File: src/rtl/weight_bias_fetcher.sv
// rtl/weight_bias_fetcher.sv - burst read engine feeding the conv weight/bias buffer
//
// Purpose:
//   Accepts a fetch task (base byte address, beat count), splits it into
//   bursts of at most BURST_LEN beats on the memory read port, and forwards
//   each returned beat to the weight/bias buffer one cycle after it arrives.
//   A new burst is only requested while the buffer reports room
//   (weight_buffer_ready); only one burst is ever outstanding.
//
// Ports:
//   system_clk, rst         clock, synchronous active-high reset
//   task_start              start pulse, only honoured in IDLE
//   task_base_addr          first beat byte address (beat aligned)
//   task_beats              number of beats to fetch (0 = empty task)
//   task_abort              cancel the running task; no task_done follows
//   task_busy               high whenever the engine is not IDLE
//   task_done               one-cycle pulse when a task is fully forwarded
//   protocol_err            sticky flag for beats arriving with no burst open
//   mem_rd_req/addr/len     burst request (len = beats-1), held until ack
//   mem_rd_ack              request accepted
//   mem_rd_data/valid       returned beats, no backpressure
//   weight_buffer_ready     buffer has room for at least one more burst
//   weight_and_bias_data    registered beat to the buffer
//   weight_and_bias_valid   beat valid to the buffer

module weight_bias_fetcher #(
  parameter int MEM_DATA_WIDTH = 512,
  parameter int ADDR_WIDTH     = 32,
  parameter int LEN_WIDTH      = 20,
  parameter int BURST_LEN      = 16
) (
  input  logic                      system_clk,
  input  logic                      rst,
  input  logic                      task_start,
  input  logic [ADDR_WIDTH-1:0]     task_base_addr,
  input  logic [LEN_WIDTH-1:0]      task_beats,
  input  logic                      task_abort,
  output logic                      task_busy,
  output logic                      task_done,
  output logic                      protocol_err,
  output logic                      mem_rd_req,
  output logic [ADDR_WIDTH-1:0]     mem_rd_addr,
  output logic [7:0]                mem_rd_len,
  input  logic                      mem_rd_ack,
  input  logic [MEM_DATA_WIDTH-1:0] mem_rd_data,
  input  logic                      mem_rd_valid,
  input  logic                      weight_buffer_ready,
  output logic [MEM_DATA_WIDTH-1:0] weight_and_bias_data,
  output logic                      weight_and_bias_valid
);

  localparam int BEAT_BYTES = MEM_DATA_WIDTH / 8;
  // Beat counter must hold a full 256-beat burst.
  localparam int CNT_W = 9;

  typedef enum logic [2:0] {
    S_IDLE,
    S_REQ,
    S_DATA,
    S_DRAIN,
    S_DONE
  } state_t;

  state_t                    state_q, state_d;
  logic [ADDR_WIDTH-1:0]     addr_q, addr_d;
  logic [LEN_WIDTH-1:0]      remaining_q, remaining_d;
  logic [CNT_W-1:0]          beat_cnt_q, beat_cnt_d;
  logic                      req_q, req_d;
  logic [7:0]                len_q, len_d;
  logic                      perr_q, perr_d;
  logic [MEM_DATA_WIDTH-1:0] wb_data_q, wb_data_d;
  logic                      wb_valid_q, wb_valid_d;
  logic                      busy_q, busy_d;
  logic                      done_q, done_d;

  logic [CNT_W-1:0]          next_burst;
  logic [CNT_W-1:0]          acked_beats;
  logic [ADDR_WIDTH-1:0]     addr_step;
  logic                      last_beat;

  // Size of the burst about to be requested, and of the one being acked.
  always_comb begin
    if (remaining_q > LEN_WIDTH'(BURST_LEN)) begin
      next_burst = CNT_W'(BURST_LEN);
    end else begin
      next_burst = CNT_W'(remaining_q);
    end
    acked_beats = CNT_W'(len_q) + CNT_W'(1);
    addr_step   = ADDR_WIDTH'(acked_beats) * ADDR_WIDTH'(BEAT_BYTES);
    last_beat   = (beat_cnt_q == CNT_W'(1));
  end

  always_comb begin
    state_d     = state_q;
    addr_d      = addr_q;
    remaining_d = remaining_q;
    beat_cnt_d  = beat_cnt_q;
    req_d       = req_q;
    len_d       = len_q;
    wb_data_d   = wb_data_q;
    wb_valid_d  = 1'b0;
    perr_d      = perr_q;

    // A beat with no burst open is dropped and flagged.
    if (mem_rd_valid &&
        (state_q == S_IDLE || state_q == S_REQ || state_q == S_DONE)) begin
      perr_d = 1'b1;
    end

    unique case (state_q)
      S_IDLE: begin
        if (task_start) begin
          if (task_beats != '0) begin
            addr_d      = task_base_addr;
            remaining_d = task_beats;
            state_d     = S_REQ;
          end else begin
            state_d = S_DONE;
          end
        end
      end

      S_REQ: begin
        if (task_abort) begin
          req_d = 1'b0;
          // An ack in the abort cycle still commits memory to a burst,
          // so its beats must be swallowed before going idle.
          if (req_q && mem_rd_ack) begin
            beat_cnt_d = acked_beats;
            state_d    = S_DRAIN;
          end else begin
            state_d = S_IDLE;
          end
        end else if (req_q) begin
          // Request stays frozen until accepted, even if ready drops.
          if (mem_rd_ack) begin
            req_d       = 1'b0;
            beat_cnt_d  = acked_beats;
            addr_d      = addr_q + addr_step;
            remaining_d = remaining_q - LEN_WIDTH'(acked_beats);
            state_d     = S_DATA;
          end
        end else if (weight_buffer_ready) begin
          req_d = 1'b1;
          len_d = 8'(next_burst - CNT_W'(1));
        end
      end

      S_DATA: begin
        if (mem_rd_valid) begin
          beat_cnt_d = beat_cnt_q - CNT_W'(1);
          if (task_abort) begin
            state_d = last_beat ? S_IDLE : S_DRAIN;
          end else begin
            wb_data_d  = mem_rd_data;
            wb_valid_d = 1'b1;
            if (last_beat) begin
              state_d = (remaining_q != '0) ? S_REQ : S_DONE;
            end
          end
        end else if (task_abort) begin
          state_d = S_DRAIN;
        end
      end

      S_DRAIN: begin
        if (mem_rd_valid) begin
          beat_cnt_d = beat_cnt_q - CNT_W'(1);
          if (last_beat) begin
            state_d = S_IDLE;
          end
        end
      end

      S_DONE: begin
        state_d = S_IDLE;
      end

      default: begin
        state_d = S_IDLE;
      end
    endcase

    busy_d = (state_d != S_IDLE);
    done_d = (state_d == S_DONE);
  end

  always_ff @(posedge system_clk) begin
    if (rst) begin
      state_q     <= S_IDLE;
      addr_q      <= '0;
      remaining_q <= '0;
      beat_cnt_q  <= '0;
      req_q       <= 1'b0;
      len_q       <= '0;
      perr_q      <= 1'b0;
      wb_data_q   <= '0;
      wb_valid_q  <= 1'b0;
      busy_q      <= 1'b0;
      done_q      <= 1'b0;
    end else begin
      state_q     <= state_d;
      addr_q      <= addr_d;
      remaining_q <= remaining_d;
      beat_cnt_q  <= beat_cnt_d;
      req_q       <= req_d;
      len_q       <= len_d;
      perr_q      <= perr_d;
      wb_data_q   <= wb_data_d;
      wb_valid_q  <= wb_valid_d;
      busy_q      <= busy_d;
      done_q      <= done_d;
    end
  end

  assign task_busy             = busy_q;
  // An abort landing on the DONE cycle cancels the completion pulse.
  assign task_done             = done_q & ~task_abort;
  assign protocol_err          = perr_q;
  assign mem_rd_req            = req_q;
  assign mem_rd_addr           = addr_q;
  assign mem_rd_len            = len_q;
  assign weight_and_bias_data  = wb_data_q;
  assign weight_and_bias_valid = wb_valid_q;

endmodule

File: config.mk
export PLATFORM = sky130hd
export DESIGN_NAME = weight_bias_fetcher
export DESIGN_NICKNAME = d
export VERILOG_FILES = /design/src/rtl/weight_bias_fetcher.sv
export SDC_FILE = /design/constraint.sdc
export NUM_CORES = 1
export LEC_CHECK = 0
export BUFFER_PORTS_ARGS = -buffer_cell sky130_fd_sc_hd__buf_2
export CELL_PAD_IN_SITES_DETAIL_PLACEMENT = 2
export CELL_PAD_IN_SITES_GLOBAL_PLACEMENT = 2
export CORE_AREA = 3 3 440 442
export DETAILED_ROUTE_END_ITERATION = 8
export DIE_AREA = 0 0 443 445
export GPL_ROUTABILITY_DRIVEN = 0
export PLACE_DENSITY = 0.49
export SLEW_MARGIN = 20
export SYNTH_ARGS = -nofsm -noshare
export SYNTH_HDL_FRONTEND = slang
export SYNTH_SLANG_ARGS = --single-unit
File: constraint.sdc
create_clock -name system_clk -period 3.8 [get_ports system_clk]
set_clock_uncertainty 0.15 [all_clocks]
set_input_delay 0.76 -clock system_clk [delete_from_list [all_inputs] [get_ports system_clk]]
set_output_delay 0.76 -clock system_clk [all_outputs]
set_load 0.03 [all_outputs]
[Word level (Yosys, flattened, before mapping)]
Cells that the tools add are included.
Storage, ports and cells
  bits in registers: 589
  bits of input ports: 571
  output and inout bits: 557
  word-level logic and storage cells: 92
Cells by class
  $add $sub $neg: 5
  $lt $le $gt $ge: 1
  eq/ne operators: 15
  multiplexer cells: 39
  bitwise gates (word level): 5
  reductions and logical operators: 16
Operator list (count)
  $mux W32: 5
  $mux W20: 5
  $pmux W32 S2: 1
  $mux W9: 5
  $pmux W20 S2: 1
  $reduce_bool A20 Y1: 2
  $mux W3: 12
  $add A32 B15 Y32: 1
  $gt A20 B5 Y1 const B: 1
  $sub A20 B9 Y20: 1
  $pmux W9 S2: 1
  $pmux W3 S4: 1
  $add A8 B1 Y9 const B: 1
  $eq A9 B1 Y1 const B: 1
  $sub A9 B1 Y9 const B: 1
  $mux W8: 1
  $ne A2 B2 Y1 const B: 4
  $sub A8 B1 Y8 const B: 1
  $eq A3 B2 Y1 const B: 2
  $eq A3 B3 Y1 const B: 2
  $ne A3 B3 Y1 const B: 2
  $reduce_and A6 Y1: 1
  $mux W1: 5
  $reduce_and A5 Y1: 1
  15 further kinds: 23

[Longest topological paths before layout]
Gate-level depths: netlist of the first run.
  depth after elaboration: 7
  gate-level depth with buffers: 12

[Least setup slack after synthesis of the first run]
Ideal clock, no wire load.
  path kind: flip-flop to flip-flop
  start point: register len_q[2], in the netlist mem_rd_len[2]
  end point: register addr_q[16], in the netlist mem_rd_addr[16]
  library setup time: 133 ps
  arrival: 2979 ps
  slack: 538 ps
  cell stages (with the launch flop): 12
  period minus slack after synthesis: 3262 ps
  cells stage by stage: dfxtp_1 -> buf_2 -> nand3_1 -> xor2_1 -> inv_1 -> ha_1 -> a221oi_2 -> o22ai_2 -> a2111oi_4 -> nor3_2 -> a211oi_1 -> nor4_1
On the way
  word-level cells in the longest chain between the ends: 6
RTL lines
  start: declaration: RTL line 69  | logic [7:0] len_q, len_d;
  start signal: assignment: RTL line 207  | len_q <= len_d;
  $add A8 B1 Y9: RTL line 88  | acked_beats = CNT_W'(len_q) + CNT_W'(1);
  $add A32 B15 Y32: RTL line 139  | addr_d = addr_q + addr_step;
  $mux W32: RTL line 136  | if (mem_rd_ack) begin
  $mux W32: RTL line 134  | end else if (req_q) begin
  $mux W32: RTL line 124  | if (task_abort) begin
  $pmux W32 S2: RTL line 110  | unique case (state_q)
  end signal: assignment: RTL line 203  | addr_q <= addr_d;
  end: declaration: RTL line 65  | logic [ADDR_WIDTH-1:0] addr_q, addr_d;
No other way between the ends. The select of a mux whose other input is x is not followed.
A chain may end at the register's enable or synchronous reset.

[Worst setup path in the final report of the first run]
  start point: register len_q[1], in the netlist mem_rd_len[1]
  end point: register remaining_q[16]
On the way
  word-level cells in the longest chain between the ends: 6
RTL lines
  $add A8 B1 Y9: RTL line 88
  $sub A20 B9 Y20: RTL line 140  | remaining_d = remaining_q - LEN_WIDTH'(acked_beats);
  $mux W20: RTL line 136
  $mux W20: RTL line 134
  $mux W20: RTL line 124
  $pmux W20 S2: RTL line 110
  end signal: assignment: RTL line 204  | remaining_q <= remaining_d;
  end: declaration: RTL line 66  | logic [LEN_WIDTH-1:0] remaining_q, remaining_d;
No other way between the ends. The select of a mux whose other input is x is not followed.

==> results, run 1 <==
- The slew at the pin closest to its max-slew limit is 0.952 ns.
- For this run, the register share of the synthesized area comes to 52.8%.
- The root cell of the clock tree is sky130_fd_sc_hd__clkbuf_16.
- The number of design-rule violations left by the first detailed-router iteration is 1239.
- Adding up every negative setup slack in the final design gives 0 ns.
- The layout net count is 4541.
- The register bit count reported by yosys is 589.
- Before antenna repair, the detailed router went through 8 iterations.
- The initial core utilization is 11.8%.
- The critical path is of the flip-flop to flip-flop type.
- In the routed layout, each cell is associated on average with a via count of 3.85.
- Summing all placed instances gives a cell area of 31100 um2.
- The total of hold buffers inserted after clock tree synthesis is 0.
- The mean routed wirelength per cell is 23.6 um.
- Measured along the x axis, the die boundary spans 443 um.
- The global-route usage over all layers is 15.0%.
- Detailed placement ended at an HPWL of 123 mm.
- The synthesized netlist cell count is 2880.
- The maximum level of the CTS H-tree is 3.
- TritonCTS created 84 clock buffers.
- The aggregate global routing overflow is 0.
- The flow ran to the end, and the final reports show no timing, DRC or antenna violations.
- The final max-slew violation count is 0.
- The average cell area after synthesis is 7.76 um2.
- Clock-pin slew was measured on the worst setup and hold paths at 0.06 ns.
- TritonCTS built the clock tree.
- The maximum vdd ir drop is 0.307 mV.
- The cell area after synthesis is 22300 um2.
- The total power divided by cell area is 453 nW/um2.
- Traced cell by cell, the critical path runs through ha_1 -> inv_1 -> fa_1 -> maj3_2 -> o211ai_1 -> nand4_1 -> a32o_1 -> o41ai_4 -> buf_4 -> a311oi_1 -> a311oi_1.
- Along the worst path, the maximum fanout reaches 8.
- The die is 445 um tall.
- The count of final hold-check violations is 0.
- The post-route cell area is 33900 um2.
- Of the post-synthesis cell area, the dominant cell type holds 52.8%.
- The type of the tightest min-delay check is primary input to flip-flop.
- The total setup violations reported at the end of the flow is 0.
- The later-pin clock latency in the skew report is 0.70 ns.
- The share of flip-flops with an asynchronous set or reset after synthesis is 0%.
- The number of antenna violations at the first check in global routing came to 80.
- Yosys instantiated no cell more often than sky130_fd_sc_hd__nand2_1.
- The number of warnings reported in the yosys synthesis log is 0.
- The data required time at the worst endpoint is 4.25 ns.
- For the worst setup path, the data arrival time is 4.01 ns.
- Entering global routing, the biggest net connects 92 pins.
- Ranked by instance count, the synthesized netlist is headed by sky130_fd_sc_hd__nand2_1 (1093), sky130_fd_sc_hd__dfxtp_1 (589), sky130_fd_sc_hd__a21oi_1 (562).
- The number of flops mapped to enable cells by yosys is 0.
- The maximum root-to-sink buffer count is 3.
- The delay of the slowest critical-path stage is 0.44 ns.
- The number of rows created at floorplan is 160.
- The overall die area is 197000 um2.
- The slowest library cell on the worst path is sky130_fd_sc_hd__fa_1.
- Port buffering added 1127 buffers.
- Clock tree synthesis found a total of 589 sinks.
- Counting I/O delays and the setup requirement, the final critical path takes 3.56 ns.
- Of all cell types, the one taking the most synthesized area is sky130_fd_sc_hd__dfxtp_1.
- The number of nets in the synthesized netlist is 3466.
- In this run the static leakage power is 13.9 nW.
- The core region is 190000 um2.
- The wire length reported by the detailed router is 155 mm.
- The via count of the first global-routing pass was 26338.
- Setup repair after global routing left no endpoint under its margin.
- The detailed-route DRC error count is 0.
- Measured against its own limit, the worst slew margin works out to 35.9%.
- In the finished design, the share of the clock period the worst path needs comes to 93.8%.
- The count of different cell masters after synthesis is 68.
- The total of cells resized after clock tree synthesis is 0.
- The dominant register cell in the synthesized netlist is sky130_fd_sc_hd__dfxtp_1.
- The share of layout cells above drive strength 1 is 33.4%.
- The first global-routing pass estimated 212 mm of wire.
- The synthesis-to-layout area growth is 51.6%.
- The number of nets with antenna violations after routing is 0.
- By area the synthesized netlist is led by sky130_fd_sc_hd__dfxtp_1 (53%), sky130_fd_sc_hd__nand2_1 (18%), sky130_fd_sc_hd__a21oi_1 (13%).
- Across all layers, the routed design uses 25221 vias.
- Counting stages on the worst path, the most repeated cell is sky130_fd_sc_hd__a311oi_1.
- Based on the critical path, the design can be clocked at up to 0.281 GHz.
- The max-capacitance violation count is 0.
- The element type at the critical path start is a flip-flop.
- The worst setup path is captured at a flip-flop.
- The number of I/O pins is 1128.
## where the power goes
group	switching, mW	internal [mW]	total, mW
Sequential	0.0961	6.24	6.34
Clock	3.36	4.50	7.86
Combinational	0.701	0.464	1.16
Total	4.16	11.2	15.4
## cell usage in the layout (no fill, tap or decap), types with 4 or more instances in the layout
cell type                       n
sky130_fd_sc_hd__buf_12        19
sky130_fd_sc_hd__inv_1         25
sky130_fd_sc_hd__dfxtp_1      589
sky130_fd_sc_hd__and3_1        12
sky130_fd_sc_hd__clkbuf_1      29
sky130_fd_sc_hd__a21oi_1      562
sky130_fd_sc_hd__nand3_1       28
sky130_fd_sc_hd__a211oi_1      19
sky130_fd_sc_hd__o21bai_1      11
sky130_fd_sc_hd__clkinv_2       8
sky130_fd_sc_hd__a311oi_1      19
sky130_fd_sc_hd__xor2_1         4
sky130_fd_sc_hd__buf_2       1126
sky130_fd_sc_hd__diode_2       18
sky130_fd_sc_hd__or3_1          4
sky130_fd_sc_hd__clkinvlp_4     4
sky130_fd_sc_hd__o211ai_1       7
sky130_fd_sc_hd__nor2b_1        4
sky130_fd_sc_hd__and2_1         8
sky130_fd_sc_hd__a22oi_1        4
sky130_fd_sc_hd__ha_1          13
sky130_fd_sc_hd__nor4_1        16
sky130_fd_sc_hd__o21ai_0       21
sky130_fd_sc_hd__xnor2_1       15
sky130_fd_sc_hd__nor3_1        32
sky130_fd_sc_hd__nand2_1     1093
sky130_fd_sc_hd__clkbuf_16     84
sky130_fd_sc_hd__a31oi_1        8
sky130_fd_sc_hd__a41oi_1        5
sky130_fd_sc_hd__clkbuf_8      15
sky130_fd_sc_hd__or2_2          4
sky130_fd_sc_hd__nand4_1       10
sky130_fd_sc_hd__nor2_1        72
sky130_fd_sc_hd__o22a_1         5
sky130_fd_sc_hd__buf_4         52
sky130_fd_sc_hd__nand4b_1       4
## cell type report
type,count,area (um2)
fillers,22467,156000
flip-flops and latches,589,11800
multi-input cells,2057,9700
repair buffers,1198,6420
well taps,2511,3140
clock buffers,128,2420
clock inverters,22,273
inverters,25,93.8
diodes,18,45.0
## per-layer routing
metal  global-route usage [%]  share of wire, %
met1                     18.0                42
met4                     3.94               2.5
met3                     3.91               5.2
met5                        0             0.073
met2                     26.4                50
## registers in the layout, indices dropped and copies added (netlist names)
name                   count
weight_and_bias_data     512
state_q                    3
mem_rd_len                 8
done_q                     1
task_busy                  1
mem_rd_req                 1
beat_cnt_q                 9
protocol_err               1
mem_rd_addr               32
weight_and_bias_valid      1
remaining_q               20
## through the flow
step	hold WS, ns	total power, mW	util (%)	std cells	worst slack, ns
after CTS	0.0437	15.8	17.8	6529	0.135
after global placement	0.289	7.63	16.4	6379	0.137
final	0.144	15.4	17.8	6548	0.237
after global routing	0.0810	16.1	17.8	6539	0.00339
after floorplan	0.297	6.98	-	2880	0.538
after detailed placement	0.297	7.64	16.4	6379	0.0665
## critical path, delay by kind of cell (launching register included)
family / cells / cell delay, ns
simple gates: 1 / 0.19
flops: 1 / 0.37
fa+ha+maj: 3 / 1.22
buf+inv: 2 / 0.32
compound gates: 5 / 1.21
## kinds of logic (layout without fill, tap and decap cells)
family / after synthesis / count (layout) / synth area share, %
flip-flops: 589 / 589 / 52.8
AND/OR/NAND/NOR: 1304 / 1304 / 23.3
buffers and inverters: 234 / 1373 / 3.96
other: 0 / 18 / 0
adder cells (fa/ha/maj): 20 / 20 / 1.15
multiplexers: 1 / 1 / 0.0504
XOR/XNOR: 19 / 19 / 0.745
AO/OA/AOI/OAI: 713 / 713 / 18.1
## worst paths after layout
path | slack, ns | depth (start not counted) | startpoint | to
worst min-delay path | 0.14 | 3 | mem_rd_data[254] | weight_and_bias_data[254]$_SDFFE_PP0P_
worst max register to register | 0.24 | 11 | mem_rd_len[1]$_SDFFE_PP0P_ | remaining_q[16]$_SDFFE_PP0P_
worst min register to register | 0.30 | 2 | weight_and_bias_data[422]$_SDFFE_PP0P_ | weight_and_bias_data[422]$_SDFFE_PP0P_
worst max-delay path | 0.24 | 11 | mem_rd_len[1]$_SDFFE_PP0P_ | remaining_q[16]$_SDFFE_PP0P_
## timing repair
item,in CTS,in global routing
setup buffers,0,1
endpoints found under the hold margin,0,0
endpoints found under the setup margin,0,3
(Power assumes the default switching activity.)
==> run 2: changes to the inputs <==
- PLACE_DENSITY: 0.49 -> 0.46
==> run 2 against run 1 <==
Combinational power is essentially flat. Critical path depth down 1. Die area unchanged. Sequential power hardly changed. Via count increased by 0.55%. Critical path type unchanged.
==> results, run 2 (same netlist as run 1, synthesis figures left out) <==
- The placed cell area is 31200 um2.
- After floorplanning, the core was sized to cover 190000 um2.
- Global routing finished with a remaining overflow of 0.
- In this run the core area contains 160 standard-cell rows.
- The layout net count is 4552.
- The normalized max-slew margin is 24.4%.
- The final layout contains routed wiring with a total length of 160 mm.
- The clock tree from TritonCTS is done.
- In the final layout, the share of cells above drive strength 1 is 33.7%.
- Setup repair after global routing left no endpoint under its margin.
- Once detailed placement completed, the half-perimeter wirelength came to 129 mm.
- For met1 alone, demand over resource in global routing was 18.4%.
- Data arrives at the worst endpoint at 3.96 ns.
- The count of input and output buffers is 1127.
- The number of flip-flops under the largest register name is 512.
- The final max-slew violation count is 0.
- The max-capacitance violation count is 0.
- The initial core utilization is 11.8%.
- TritonCTS created 85 clock buffers.
- The total power divided by cell area is 461 nW/um2.
- The via count of the first global-routing pass came to 26312.
- The overall die area is 197000 um2.
- The slowest stage of the critical path is the sky130_fd_sc_hd__a2111oi_4 cell.
- 1128 I/O pins were placed.
- The number of antenna violations at the first check in global routing is 102.
- The routed via count is 25360.
- The later-pin clock latency in the skew report is 0.69 ns.
- The worst path uses 93.8% of the clock period.
- For this design, the sink count on the clock tree is 589.
- The met2 capacity usage during global routing is 27.8%.
- The most common library cell in the layout ignoring fill and taps is sky130_fd_sc_hd__buf_2.
- The mean routed wirelength per cell is 24.4 um.
- The run finished with clean final reports.
- The endpoint type of the worst setup path is a flip-flop.
- The number of design-rule violations left by the first detailed-router iteration is 1132.
- The synthesis-to-layout area growth is 52.6%.
- In the layout the commonest cells are sky130_fd_sc_hd__buf_2 (1126), sky130_fd_sc_hd__nand2_1 (1093), sky130_fd_sc_hd__dfxtp_1 (589).
- STA classifies the critical path startpoint as a flip-flop.
- The average vias per placed instance is 3.87.
- The top fanout value on the critical path is 6.
- The total setup violations reported at the end of the flow is 0.
- The global-route usage over all layers is 15.5%.
- In this run the remaining antenna-violating nets after routing total 0.
- The cell family contributing the most delay on the critical path is compound AO/OA/AOI/OAI gates.
- The worst setup path is of the flip-flop to flip-flop kind.
- In this run the number of H-tree levels came out at 3.
- The smallest clock period supported by the final layout is computed as 3.56 ns.
- For the pin with the worst max-slew slack, the measured transition is 1.13 ns.
- The post-route setup TNS is 0 ns.
- Entering global routing, the biggest net connects 90 pins.
- The root cell of the clock tree is sky130_fd_sc_hd__clkbuf_16.
- The post-route cell area is 34100 um2.
- After clock tree synthesis, the repair step resized 0 gates.
- The signal on the critical path passes through buf_4 -> inv_1 -> ha_1 -> fa_1 -> maj3_2 -> a221oi_2 -> o22ai_2 -> a2111oi_4 -> nor3_2 -> a2111oi_0.
- Together, buffers and inverters on the worst path number 2.
- Counting along the longest clock path gives a buffer depth of 3.
- Hold timing on the final database bottoms out at a slack of 0.152 ns.
- The type of the tightest min-delay check is primary input to flip-flop.
- Setup slack on the worst reg-to-reg path comes out at 0.24 ns.
- STA puts the critical path data required time at 4.20 ns.
- In this run the most used layer during global routing was met2.
- The met3 usage in global routing is 3.67%.
- In this design, the stage delay of the slowest critical-path cell is 0.57 ns.
- The leakage power is 14.1 nW.
- The detailed-route DRC error count is 0.
- The clock edge transition at the registers on the reported setup and hold paths is 0.06 ns.
- The floorplan die width is 443 um.
- From bottom edge to top edge, the die measures 445 um.
- The first TritonRoute pass finished after 5 iterations.
- The launch point of the worst hold path is mem_rd_data[20].
- The critical path starts at mem_rd_len[0]$_SDFFE_PP0P_.
- Derived from the worst setup path, the maximum achievable clock frequency is 0.281 GHz.
- The first global-routing pass estimated 217 mm of wire.
- The count of final hold-check violations was 0.
- The reg-to-reg startpoint is mem_rd_len[0]$_SDFFE_PP0P_.
- VDD sags by at most 0.271 mV.
[run 2: cell types whose count changed in the layout (fill, tap and decap cells not counted), moves of 3 or more]
| cell | before | now |
|---|---|---|
| sky130_fd_sc_hd__buf_12 | 19 | 22 |
| sky130_fd_sc_hd__clkinv_16 | 3 | 0 |
| sky130_fd_sc_hd__clkbuf_1 | 29 | 22 |
| sky130_fd_sc_hd__clkbuf_16 | 84 | 88 |
| sky130_fd_sc_hd__clkbuf_8 | 15 | 23 |
| sky130_fd_sc_hd__clkinvlp_4 | 4 | 0 |
| sky130_fd_sc_hd__buf_4 | 52 | 59 |
[run 2: power breakdown]
part	total, mW	internal [mW]	switching [mW]
registers	6.34	6.25	0.0980
clock network	8.17	4.88	3.29
logic	1.19	0.489	0.699
total	15.7	11.6	4.09
[run 2: area by class of cell]
type	instances	area, um2
Fill cell	22264	156000
Sequential cell	589	11800
Multi-Input combinational cell	2057	9690
Timing Repair Buffer	1208	6530
Tap cell	2511	3140
Clock buffer	133	2600
Clock inverter	16	196
Inverter	25	93.8
Antenna cell	20	50.0
[run 2: final timing paths]
check / endpoint / depth (start not counted)
max: mem_rd_addr[26]$_SDFFE_PP0P_ / 10
min reg2reg: weight_and_bias_data[182]$_SDFFE_PP0P_ / 2
min: weight_and_bias_data[20]$_SDFFE_PP0P_ / 3
max reg2reg: mem_rd_addr[26]$_SDFFE_PP0P_ / 10
[run 2: metrics by stage]
step / instances / util, % / total power [mW] / setup slack, ns
3_3_place_gp: 6388 / 16.4 / 7.66 / 0.0753
3_5_place_dp: 6388 / 16.4 / 7.67 / 0.0324
2_1_floorplan: 2880 / - / 6.98 / 0.538
6_report: 6559 / 17.9 / 15.7 / 0.237
4_1_cts: 6537 / 17.9 / 16.1 / 0.230
5_1_grt: 6545 / 17.9 / 16.4 / 0.00168
[run 2: per-layer routing]
| layer | vias to the layer above | routed length, um | share of wire [%] |
|---|---|---|---|
| li1 | 11805 | - | - |
| met1 | 12548 | 66300 | 41 |
| met2 | 705 | 81300 | 51 |
| met3 | 276 | 8370 | 5.2 |
| met4 | 26 | 4180 | 2.6 |
| met5 | - | 150 | 0.094 |
[run 2: tightest hold or removal path: stages]
cell and delay (ns):
sky130_fd_sc_hd__buf_2 0.09, sky130_fd_sc_hd__nand2_1 0.04, sky130_fd_sc_hd__a21oi_1 0.05
[run 2: timing repair]
action / in CTS / in global routing
endpoints found under the setup margin: 0 / 1
hold buffers: 0 / 0
setup buffers: 0 / 2
==> run 3: changes to the inputs <==
- CORE_AREA: 3 3 440 442 -> 3 3 444 446
- CTS_BUF_LIST: unset -> sky130_fd_sc_hd__clkbuf_4 sky130_fd_sc_hd__clkbuf_8
- DIE_AREA: 0 0 443 445 -> 0 0 447 449
- PLACE_DENSITY: 0.46 -> unset
- PLACE_DENSITY_LB_ADDON: unset -> 0.08
==> run 3 against run 2 <==
Routed wire length grew 3.2%. Non-clock buffer count grew 529. Final area grew 16%. Die area grew 1.8%. Via count grew 7.4%. Clock-buffer cell count grew 89. First-iteration DRC count shrank 18%. Utilization grew 2.5 points. Critical path type unchanged. Critical endpoint is now remaining_q[9]$_SDFFE_PP0P_.
==> results, run 3 (same netlist as run 1, synthesis figures left out) <==
- The placed cell area is 31200 um2.
- The largest net degree at the start of global routing is 112.
- In the final routed layout, each cell accounts on average for 23.0 um.
- The signal on the critical path passes through ha_1 -> inv_1 -> ha_1 -> nor2b_1 -> o31a_1 -> o22ai_1 -> a2111o_1 -> nand3_1 -> a311oi_2 -> buf_12 -> mux2_2 -> a31oi_1.
- The sequential cells in the finished layout cover a total of 11800 um2.
- For this run, the top clock speed supported by timing is 0.288 GHz.
- The arrival time reported for the critical path endpoint is 4.07 ns.
- For the finished layout, the period the worst path requires is 3.48 ns.
- The data required time at the worst endpoint is 4.39 ns.
- The routed via count is 27247.
- The die is 447 um wide.
- The average vias per placed instance is 3.79.
- Setup repair after global routing left no endpoint under its margin.
- The final max-slew violation count is 0.
- The overall die area is 201000 um2.
- The aggregate global routing overflow is 0.
- Setup violations remaining at the end of the flow were counted as 0.
- The endpoint type of the worst setup path is a flip-flop.
- Measured on the finished design, the core utilization comes to 20.5%.
- The root cell of the clock tree is sky130_fd_sc_hd__clkbuf_8.
- In the layout the commonest cells are sky130_fd_sc_hd__buf_2 (1126), sky130_fd_sc_hd__nand2_1 (1093), sky130_fd_sc_hd__dfxtp_1 (589).
- The post-route clock period utilization is 91.5%.
- The via count of the first global-routing pass is 30212.
- The worst hold path was traced through 3 stages.
- The wire length reported by the detailed router is 165 mm.
- The number of I/O pins is 1128.
- The most used cell along the critical path is sky130_fd_sc_hd__ha_1.
- TritonCTS built the clock tree.
- The number of design-rule violations left by the first detailed-router iteration is 930.
- The normalized max-slew margin is 37.9%.
- The number of buffers inserted during clock tree synthesis is 140.
- Before antenna repair, the detailed router went through 5 iterations.
- The TritonCTS sink count is 589.
- The post-route cell area is 39500 um2.
- The slew at the pin closest to its max-slew limit is 0.928 ns.
- The library cell used most frequently in the layout, excluding fill and tap cells, is sky130_fd_sc_hd__buf_2.
- For this design the static power due to leakage is 16.4 nW.
- The number of nets with antenna violations after routing is 0.
- The type of the tightest min-delay check is primary input to flip-flop.
- In the final timing run, aggregate negative setup slack is 0 ns.
- In the routed design, unresolved DRC markers number 0.
- The max-capacitance violation count is 0.
- The count of input and output buffers is 1127.
- The share of layout cells above drive strength 1 is 31.5%.
- The maximum level of the CTS H-tree is 4.
- The wire length of the first global-routing pass is 231 mm.
- The total power divided by cell area is 406 nW/um2.
- The multi-input combinational cell area is 9700 um2.
- The floorplan has 161 rows.
- Once routing completed, OpenROAD measured the worst setup slack at 0.324 ns.
- In this run the worst path has a maximum fanout of 11.
- The later pin in the worst-skew pair is clocked with a latency of 0.84 ns.
- The count of final hold-check violations is 0.
- The slowest library cell on the worst path is sky130_fd_sc_hd__a311oi_2.
- The delay of the slowest critical-path stage is 0.46 ns.
- The maximum root-to-sink buffer count is 3.
- The synthesis-to-layout area growth is 76.9%.
- Once detailed placement completed, the half-perimeter wirelength came to 127 mm.
- The number of cells on the worst reg-to-reg path is 12.
- The number of fill cells in the layout is 22765.
- The critical path in this run is classified as flip-flop to flip-flop.
- The initial core utilization is 11.6%.
- The worst-case IR drop observed on VDD is 0.216 mV.
- The area of the core is 193000 um2.
- The total power consumption of the routed design is 16.0 mW.
- The setup slack of the most critical reg-to-reg path is 0.32 ns.
- The number of flip-flops under the largest register name is 512.
- The layout net count is 5136.
- Measured along the y axis, the die boundary spans 449 um.
- The number of antenna violations at the first check in global routing was 49.
- The element type at the critical path start is a flip-flop.
- Prior to clock tree synthesis, the placed netlist has a worst setup slack of 0.148 ns.
- Clock-pin slew was measured on the worst setup and hold paths at 0.05 ns.
- Global routing used 16.0% of the available tracks.
- The run finished with clean final reports.
run 3: area by class of cell:
| cell class | count | area share [%] |
|---|---|---|
| Antenna cell | 22 | 0.139 |
| Clock buffer | 222 | 6.92 |
| Clock inverter | 13 | 0.307 |
| Inverter | 25 | 0.237 |
| Multi-Input combinational cell | 2057 | 24.6 |
| Sequential cell | 589 | 29.8 |
| Tap cell | 2526 | 8.00 |
| Timing Repair Buffer | 1737 | 30.0 |
run 3: what timing repair did:
action | CTS | global route
hold buffers | 535 | 0
endpoints found under the setup margin | 0 | 6
hold endpoints to repair | 535 | 0
buffers inserted | 0 | 2
gates resized for setup | 0 | 1
run 3: path summary, 6_finish.rpt:
kind | start | endpoint
worst max register to register | mem_rd_len[0]$_SDFFE_PP0P_ | remaining_q[9]$_SDFFE_PP0P_
worst min-delay path | mem_rd_data[423] | weight_and_bias_data[423]$_SDFFE_PP0P_
worst min register to register | weight_and_bias_data[115]$_SDFFE_PP0P_ | weight_and_bias_data[115]$_SDFFE_PP0P_
worst max-delay path | mem_rd_len[0]$_SDFFE_PP0P_ | remaining_q[9]$_SDFFE_PP0P_
run 3: per-layer routing:
layer	share of wire, %	wire length, um	vias up	GRT usage, %
met1	39	65100	13320	17.7
li1	-	-	12965	-
met3	4.9	8170	280	3.99
met2	52	85700	678	29.1
met4	3.9	6520	4	6.11
met5	0.013	21	-	0
run 3: power breakdown:
part | internal [mW] | total [mW] | switching (mW) | leakage, nW
clock network | 4.54 | 7.97 | 3.43 | 1.52
registers | 6.25 | 6.34 | 0.0931 | 4.75
logic | 0.854 | 1.71 | 0.859 | 10.2
run 3: worst max-delay path: cells and delay by family (launching register included):
kind	cells	cell delay, ns
mux	1	0.33
compound gates	5	1.32
buf+inv	2	0.30
flops	1	0.31
fa+ha+maj	2	0.70
simple gates	2	0.29
run 3: metrics by stage:
stage	instances	hold slack [ns]
2_1_floorplan	2880	0.297
3_3_place_gp	6397	0.291
3_5_place_dp	6397	0.297
4_1_cts	7167	0.00100
5_1_grt	7185	0.0313
6_report	7191	0.135
